## config.mk

```make
export PLATFORM = sky130hd
export DESIGN_NAME = ul_read_arb_axis
export DESIGN_NICKNAME = d
export VERILOG_FILES = /design/src/rtl/ul_read_arb_axis_pkg.sv /design/src/rtl/ul_read_arb_axis_tag_fifo.sv /design/src/rtl/ul_read_arb_axis.sv
export SDC_FILE = /design/constraint.sdc
export NUM_CORES = 1
export LEC_CHECK = 0
export CAP_MARGIN = 20
export CORE_UTILIZATION = 31
export DETAILED_ROUTE_END_ITERATION = 10
export GPL_TIMING_DRIVEN = 1
export PLACE_DENSITY = 0.88
export SYNTH_ARGS = -nofsm -noshare
export SYNTH_HDL_FRONTEND = slang
export SYNTH_SLANG_ARGS = --single-unit
```

## constraint.sdc

```tcl
create_clock -name s_ul_clk -period 2.88 [get_ports s_ul_clk]
set_input_delay 0.432 -clock s_ul_clk [delete_from_list [all_inputs] [get_ports s_ul_clk]]
set_output_delay 0.432 -clock s_ul_clk [all_outputs]
set_load 0.1 [all_outputs]
```

## src/rtl/ul_read_arb_axis_pkg.sv

```systemverilog
// rtl/ul_read_arb_axis_pkg.sv - shared types, constants and round-robin helper for the UL read arbiter
package ul_read_arb_axis_pkg;

    localparam int   UL_PORT_ID_W        = 1;
    localparam logic RR_RESET_LAST       = 1'b1;
    localparam int   MAX_OUTSTANDING_DEF = 8;

    typedef logic [UL_PORT_ID_W-1:0] ul_port_id_t;

    typedef enum logic {
        ARB_OPEN   = 1'b0,
        ARB_LOCKED = 1'b1
    } arb_state_t;

    // With both requesters valid the one that did not win last time goes next.
    function automatic ul_port_id_t rr_pick(input logic s0_v, input logic s1_v,
                                            input ul_port_id_t last);
        ul_port_id_t pick;
        pick = ~last;
        if (s0_v && !s1_v)
            pick = 1'b0;
        else if (s1_v && !s0_v)
            pick = 1'b1;
        return pick;
    endfunction

endpackage

```

## src/rtl/ul_read_arb_axis_tag_fifo.sv

```systemverilog
// rtl/ul_read_arb_axis_tag_fifo.sv - register FIFO of requester ids, one entry per read in flight
module ul_rd_tag_fifo
    import ul_read_arb_axis_pkg::*;
#(
    parameter int DEPTH = MAX_OUTSTANDING_DEF
) (
    input  logic                     i_clk,
    input  logic                     i_rst,
    input  logic                     i_push,
    input  ul_port_id_t              i_din,
    input  logic                     i_pop,
    output ul_port_id_t              o_head,
    output logic [$clog2(DEPTH):0]   o_count,
    output logic                     o_full,
    output logic                     o_empty
);

    localparam int PW = $clog2(DEPTH);
    localparam int CW = PW + 1;

    ul_port_id_t     r_mem [DEPTH];
    logic [PW-1:0]   r_wr_ptr;
    logic [PW-1:0]   r_rd_ptr;
    logic [CW-1:0]   r_count;

    logic w_push_ok;
    logic w_pop_ok;

    assign o_full    = (r_count == CW'(DEPTH));
    assign o_empty   = (r_count == '0);
    assign w_push_ok = i_push && !o_full;
    assign w_pop_ok  = i_pop && !o_empty;
    assign o_head    = r_mem[r_rd_ptr];
    assign o_count   = r_count;

    always_ff @(posedge i_clk) begin
        if (w_push_ok)
            r_mem[r_wr_ptr] <= i_din;
    end

    // DEPTH is a power of two, so pointer overflow is the modulo wrap.
    always_ff @(posedge i_clk) begin
        if (i_rst) begin
            r_wr_ptr <= '0;
            r_rd_ptr <= '0;
            r_count  <= '0;
        end else begin
            if (w_push_ok)
                r_wr_ptr <= r_wr_ptr + PW'(1);
            if (w_pop_ok)
                r_rd_ptr <= r_rd_ptr + PW'(1);
            if (w_push_ok && !w_pop_ok)
                r_count <= r_count + CW'(1);
            else if (!w_push_ok && w_pop_ok)
                r_count <= r_count - CW'(1);
        end
    end

endmodule

```

## src/rtl/ul_read_arb_axis.sv

```systemverilog
// rtl/ul_read_arb_axis.sv - two-requester UL read arbiter: round-robin AR grant, in-order R steering
module ul_read_arb_axis
    import ul_read_arb_axis_pkg::*;
#(
    parameter int DATA_WIDTH      = 32,
    parameter int NBITS           = 4,
    parameter int MAX_OUTSTANDING = MAX_OUTSTANDING_DEF
) (
    input  logic                              s_ul_clk,
    input  logic                              s_ul_rst,

    input  logic [NBITS-1:0]                  s0_ul_araddr,
    input  logic                              s0_ul_arvalid,
    output logic                              s0_ul_arready,
    output logic [DATA_WIDTH-1:0]             s0_ul_rdata,
    output logic                              s0_ul_rvalid,
    input  logic                              s0_ul_rready,

    input  logic [NBITS-1:0]                  s1_ul_araddr,
    input  logic                              s1_ul_arvalid,
    output logic                              s1_ul_arready,
    output logic [DATA_WIDTH-1:0]             s1_ul_rdata,
    output logic                              s1_ul_rvalid,
    input  logic                              s1_ul_rready,

    output logic [NBITS-1:0]                  m_ul_araddr,
    output logic                              m_ul_arvalid,
    input  logic                              m_ul_arready,
    input  logic [DATA_WIDTH-1:0]             m_ul_rdata,
    input  logic                              m_ul_rvalid,
    output logic                              m_ul_rready,

    output logic [$clog2(MAX_OUTSTANDING):0]  outstanding
);

    arb_state_t  r_state;
    arb_state_t  w_state_nxt;
    ul_port_id_t r_lock_id;
    ul_port_id_t w_lock_id_nxt;
    ul_port_id_t r_last_grant;
    ul_port_id_t w_last_grant_nxt;

    ul_port_id_t w_grant;
    ul_port_id_t w_head;
    logic        w_full;
    logic        w_empty;
    logic        w_ar_accept;
    logic        w_r_pop;

    // A stalled address is held on the locked requester until the slave takes it.
    always_comb begin
        w_grant = rr_pick(s0_ul_arvalid, s1_ul_arvalid, r_last_grant);
        if (r_state == ARB_LOCKED)
            w_grant = r_lock_id;
    end

    assign m_ul_arvalid  = !s_ul_rst && !w_full &&
                           ((r_state == ARB_LOCKED) || s0_ul_arvalid || s1_ul_arvalid);
    assign m_ul_araddr   = (w_grant == 1'b1) ? s1_ul_araddr : s0_ul_araddr;
    assign w_ar_accept   = m_ul_arvalid && m_ul_arready;
    assign s0_ul_arready = w_ar_accept && (w_grant == 1'b0);
    assign s1_ul_arready = w_ar_accept && (w_grant == 1'b1);

    always_comb begin
        w_state_nxt      = r_state;
        w_lock_id_nxt    = r_lock_id;
        w_last_grant_nxt = r_last_grant;
        if (w_ar_accept) begin
            w_state_nxt      = ARB_OPEN;
            w_last_grant_nxt = w_grant;
        end else if (m_ul_arvalid) begin
            w_state_nxt   = ARB_LOCKED;
            w_lock_id_nxt = w_grant;
        end
    end

    always_ff @(posedge s_ul_clk) begin
        if (s_ul_rst) begin
            r_state      <= ARB_OPEN;
            r_lock_id    <= '0;
            r_last_grant <= RR_RESET_LAST;
        end else begin
            r_state      <= w_state_nxt;
            r_lock_id    <= w_lock_id_nxt;
            r_last_grant <= w_last_grant_nxt;
        end
    end

    ul_rd_tag_fifo #(
        .DEPTH   (MAX_OUTSTANDING)
    ) u_tag_fifo (
        .i_clk   (s_ul_clk),
        .i_rst   (s_ul_rst),
        .i_push  (w_ar_accept),
        .i_din   (w_grant),
        .i_pop   (w_r_pop),
        .o_head  (w_head),
        .o_count (outstanding),
        .o_full  (w_full),
        .o_empty (w_empty)
    );

    // Responses are strictly ordered: a stalled head requester blocks everyone behind it.
    assign m_ul_rready  = !s_ul_rst && !w_empty &&
                          ((w_head == 1'b1) ? s1_ul_rready : s0_ul_rready);
    assign w_r_pop      = m_ul_rvalid && m_ul_rready;
    assign s0_ul_rvalid = !s_ul_rst && !w_empty && (w_head == 1'b0) && m_ul_rvalid;
    assign s1_ul_rvalid = !s_ul_rst && !w_empty && (w_head == 1'b1) && m_ul_rvalid;
    assign s0_ul_rdata  = m_ul_rdata;
    assign s1_ul_rdata  = m_ul_rdata;

endmodule

```

==> reports/qor.yml <==
drv_cap: 0
syn_area_mm2: 0.00168
final-hold-violation-count: 0
p_sw_uw: 471
drive_gt1_share_pct: 32.5
required_ns: 3.08
grtUsageTotal_pct: 9.44
area_delta_synth_final_pct: 9.14
fin_area_mm2: 0.00184
grt_pass1_vias: 941
crit_path_start_kind: "register"
fin_worst_skew_ns: 0.00680
root_buffer: "clkbuf_8"
swShare_pct: 39.6
place_hpwl_mm: 1.97
cts.path.max_buffers: 2
place_area_mm2: 0.00174
wl_per_cell_um: 11.1
htreeDepth: 1
cts_sinks: 24
power_report.internal_total_uw: 719
p_seq_share_pct: 34.7
die_y_um: 75.7
status: "complete, no violations"
p_leak_nw: 0.709
synth_fp_nets: 233
yosys.cell_types.count: 34
maxSlewHeadroom_pct: 68.8
critPathArrivalTime_ns: 2.99
place_congestion: 0.738
worst_slack_ns: 0.0866
cts.clk_slew.worst_paths_ns: 0.08
critPathMaxFanout: 3
p_per_area_mw_per_mm2: 647
fmax_mhz: 358
hold_path_class: "reg -> reg"
tns_ns: 0
synthCells: 179
firstDrtPassIters: 4
grt_pass1_wl_mm: 4.03
die_w_um: 75.7
dp_slack_ns: -0.104
insertion_delay_ns: 0.26
path_class: "reg -> reg"
portBuffers: 29
slew_viol_final: 0
period_needed_ns: 2.79
avgViaCountPerCell: 4.12
fin_total_pwr_mw: 1.19
totalWireLength_mm: 2.52
end_kind: "register"
peakVddDrop_v: 0.000210
ys_warn_count: 0
globalRoute.totalOverflow: 0
rows: 26
drc: 0
yosysSeqAreaShare_pct: 33.3
numCtsBuffers: 3
antenna_found_initial: 0
synth_area_per_cell_um2: 9.41
fin_nets: 212
die_area_mm2: 0.00573
first_iter_violations: 39
cts_tree: "built"
ios: 126
ys_ff_latch: 24
cts_hold_buf: 0
coreArea_mm2: 0.00517
start_util_pct: 32.6
antenna_cells: 0
pwr-share-comb_pct: 46.5
dr_total_vias: 935
worst_pin_slew_ns: 0.461
fin_crit_sh_pct: 97.0
setup_viol: 0
power.clock.fraction_pct: 18.8
antenna_left: 0
grt_max_degree: 18
[final cells by class]
| type | instances | area (um^2) |
|---|---|---|
| Clock buffer | 4 | 55.1 |
| Fill cell | 502 | 3330 |
| Inverter | 5 | 21.3 |
| Multi-Input combinational cell | 84 | 644 |
| Sequential cell | 24 | 567 |
| Tap cell | 70 | 87.6 |
| Timing Repair Buffer | 40 | 463 |
[per-layer routing]
| metal | GRT usage, % | wire [um] | up-vias |
|---|---|---|---|
| li1 | - | - | 488 |
| met1 | 11.2 | 1110 | 425 |
| met5 | 0 | 0 | - |
| met2 | 15.5 | 1210 | 17 |
| met3 | 3.31 | 178 | 5 |
| met4 | 4.12 | 19 | 0 |
[worst max-delay path, stage by stage, from the launching register on]
cell	delay [ns]
dfxtp_2	0.36
mux4_2	0.53
mux2i_4	0.19
mux2i_2	0.24
inv_1	0.09
ha_4	0.17
inv_4	0.06
ha_1	0.21
a21o_1	0.19
a21oi_2	0.16
xnor2_2	0.09
or3_1	0.30
a21oi_1	0.12
[cells in the mapped netlist]
cell type | n | area share [%]
or4_1 | 1 | 0.45
or3_1 | 1 | 0.37
mux4_1 | 2 | 3.1
o21ai_2 | 1 | 0.52
nand2_1 | 9 | 2.0
nor4_1 | 1 | 0.37
edfxtp_1 | 8 | 14
a21o_1 | 1 | 0.45
inv_2 | 1 | 0.22
nor4b_1 | 1 | 0.52
and3b_1 | 1 | 0.52
mux2i_1 | 5 | 3.0
mux2i_4 | 1 | 1.3
nor3_1 | 5 | 1.5
maj3_1 | 1 | 0.59
a21oi_1 | 4 | 1.2
clkbuf_1 | 1 | 0.22
dfxtp_1 | 16 | 19
a211o_1 | 1 | 0.52
a221oi_1 | 1 | 0.52
nor2b_1 | 2 | 0.74
buf_1 | 1 | 0.22
mux2_2 | 5 | 3.3
buf_4 | 64 | 29
inv_1 | 4 | 0.89
o21ai_0 | 2 | 0.59
xor2_1 | 2 | 1.0
xnor2_1 | 4 | 2.1
ha_1 | 5 | 3.7
nor2_1 | 19 | 4.2
fa_1 | 1 | 1.2
nand2b_1 | 4 | 1.5
nand3_1 | 3 | 0.89
and2_1 | 1 | 0.37
[power by group through the flow]
stage / registers [mW] / logic [mW] / clock network (mW)
2_1_floorplan: 0.503 / 0.696 / 0
4_1_cts: 0.413 / 0.526 / 0.232
3_3_place_gp: 0.418 / 0.517 / 0
5_1_grt: 0.418 / 0.586 / 0.245
6_report: 0.413 / 0.553 / 0.224
3_5_place_dp: 0.420 / 0.523 / 0
[metrics by stage]
stage,cells,hold slack [ns],utilization [%]
after global routing,227,0.495,35.5
after detailed placement,220,0.452,33.6
final,227,0.462,35.5
after CTS,224,0.465,34.6
after floorplan,179,0.428,-
after global placement,220,0.439,33.6
[layout by cell type, fill, tap and decap left out, drive strengths merged, types with 5 or more instances in the layout]
master         instances
buf                   25
clkdlybuf4s50         15
dfxtp                 16
edfxtp                 8
ha                     5
inv                    5
mux2                   5
mux2i                  6
nand2                  9
nor2                  19
nor3                   5
[cells by family after synthesis]
family / count (synthesis) / share of synthesized area, %
xor+xnor: 6 / 3.12
mux: 13 / 10.8
flops: 24 / 33.3
buf+inv: 71 / 30.1
compound gates: 10 / 3.79
simple gates: 48 / 13.4
fa+ha+maj: 7 / 5.50
[final timing paths]
| path | startpoint | end | slack, ns | depth (start not counted) |
|---|---|---|---|---|
| worst max register to register | register | u_tag_fifo.o_count[3] | 0.09 | 12 |
| worst max-delay path | register | u_tag_fifo.o_count[3] | 0.09 | 12 |
| worst min register to register | u_tag_fifo.r_rd_ptr[2] | u_tag_fifo.r_rd_ptr[2] | 0.46 | 1 |
| worst min-delay path | u_tag_fifo.r_rd_ptr[2] | u_tag_fifo.r_rd_ptr[2] | 0.46 | 1 |
[repair_timing]
action | 4_1_cts | 5_1_grt
resized for setup | 1 | 4
setup endpoints to repair | 1 | 1
pin swaps | 0 | 4
setup buffers | 0 | 3
(Power assumes the default switching activity.)
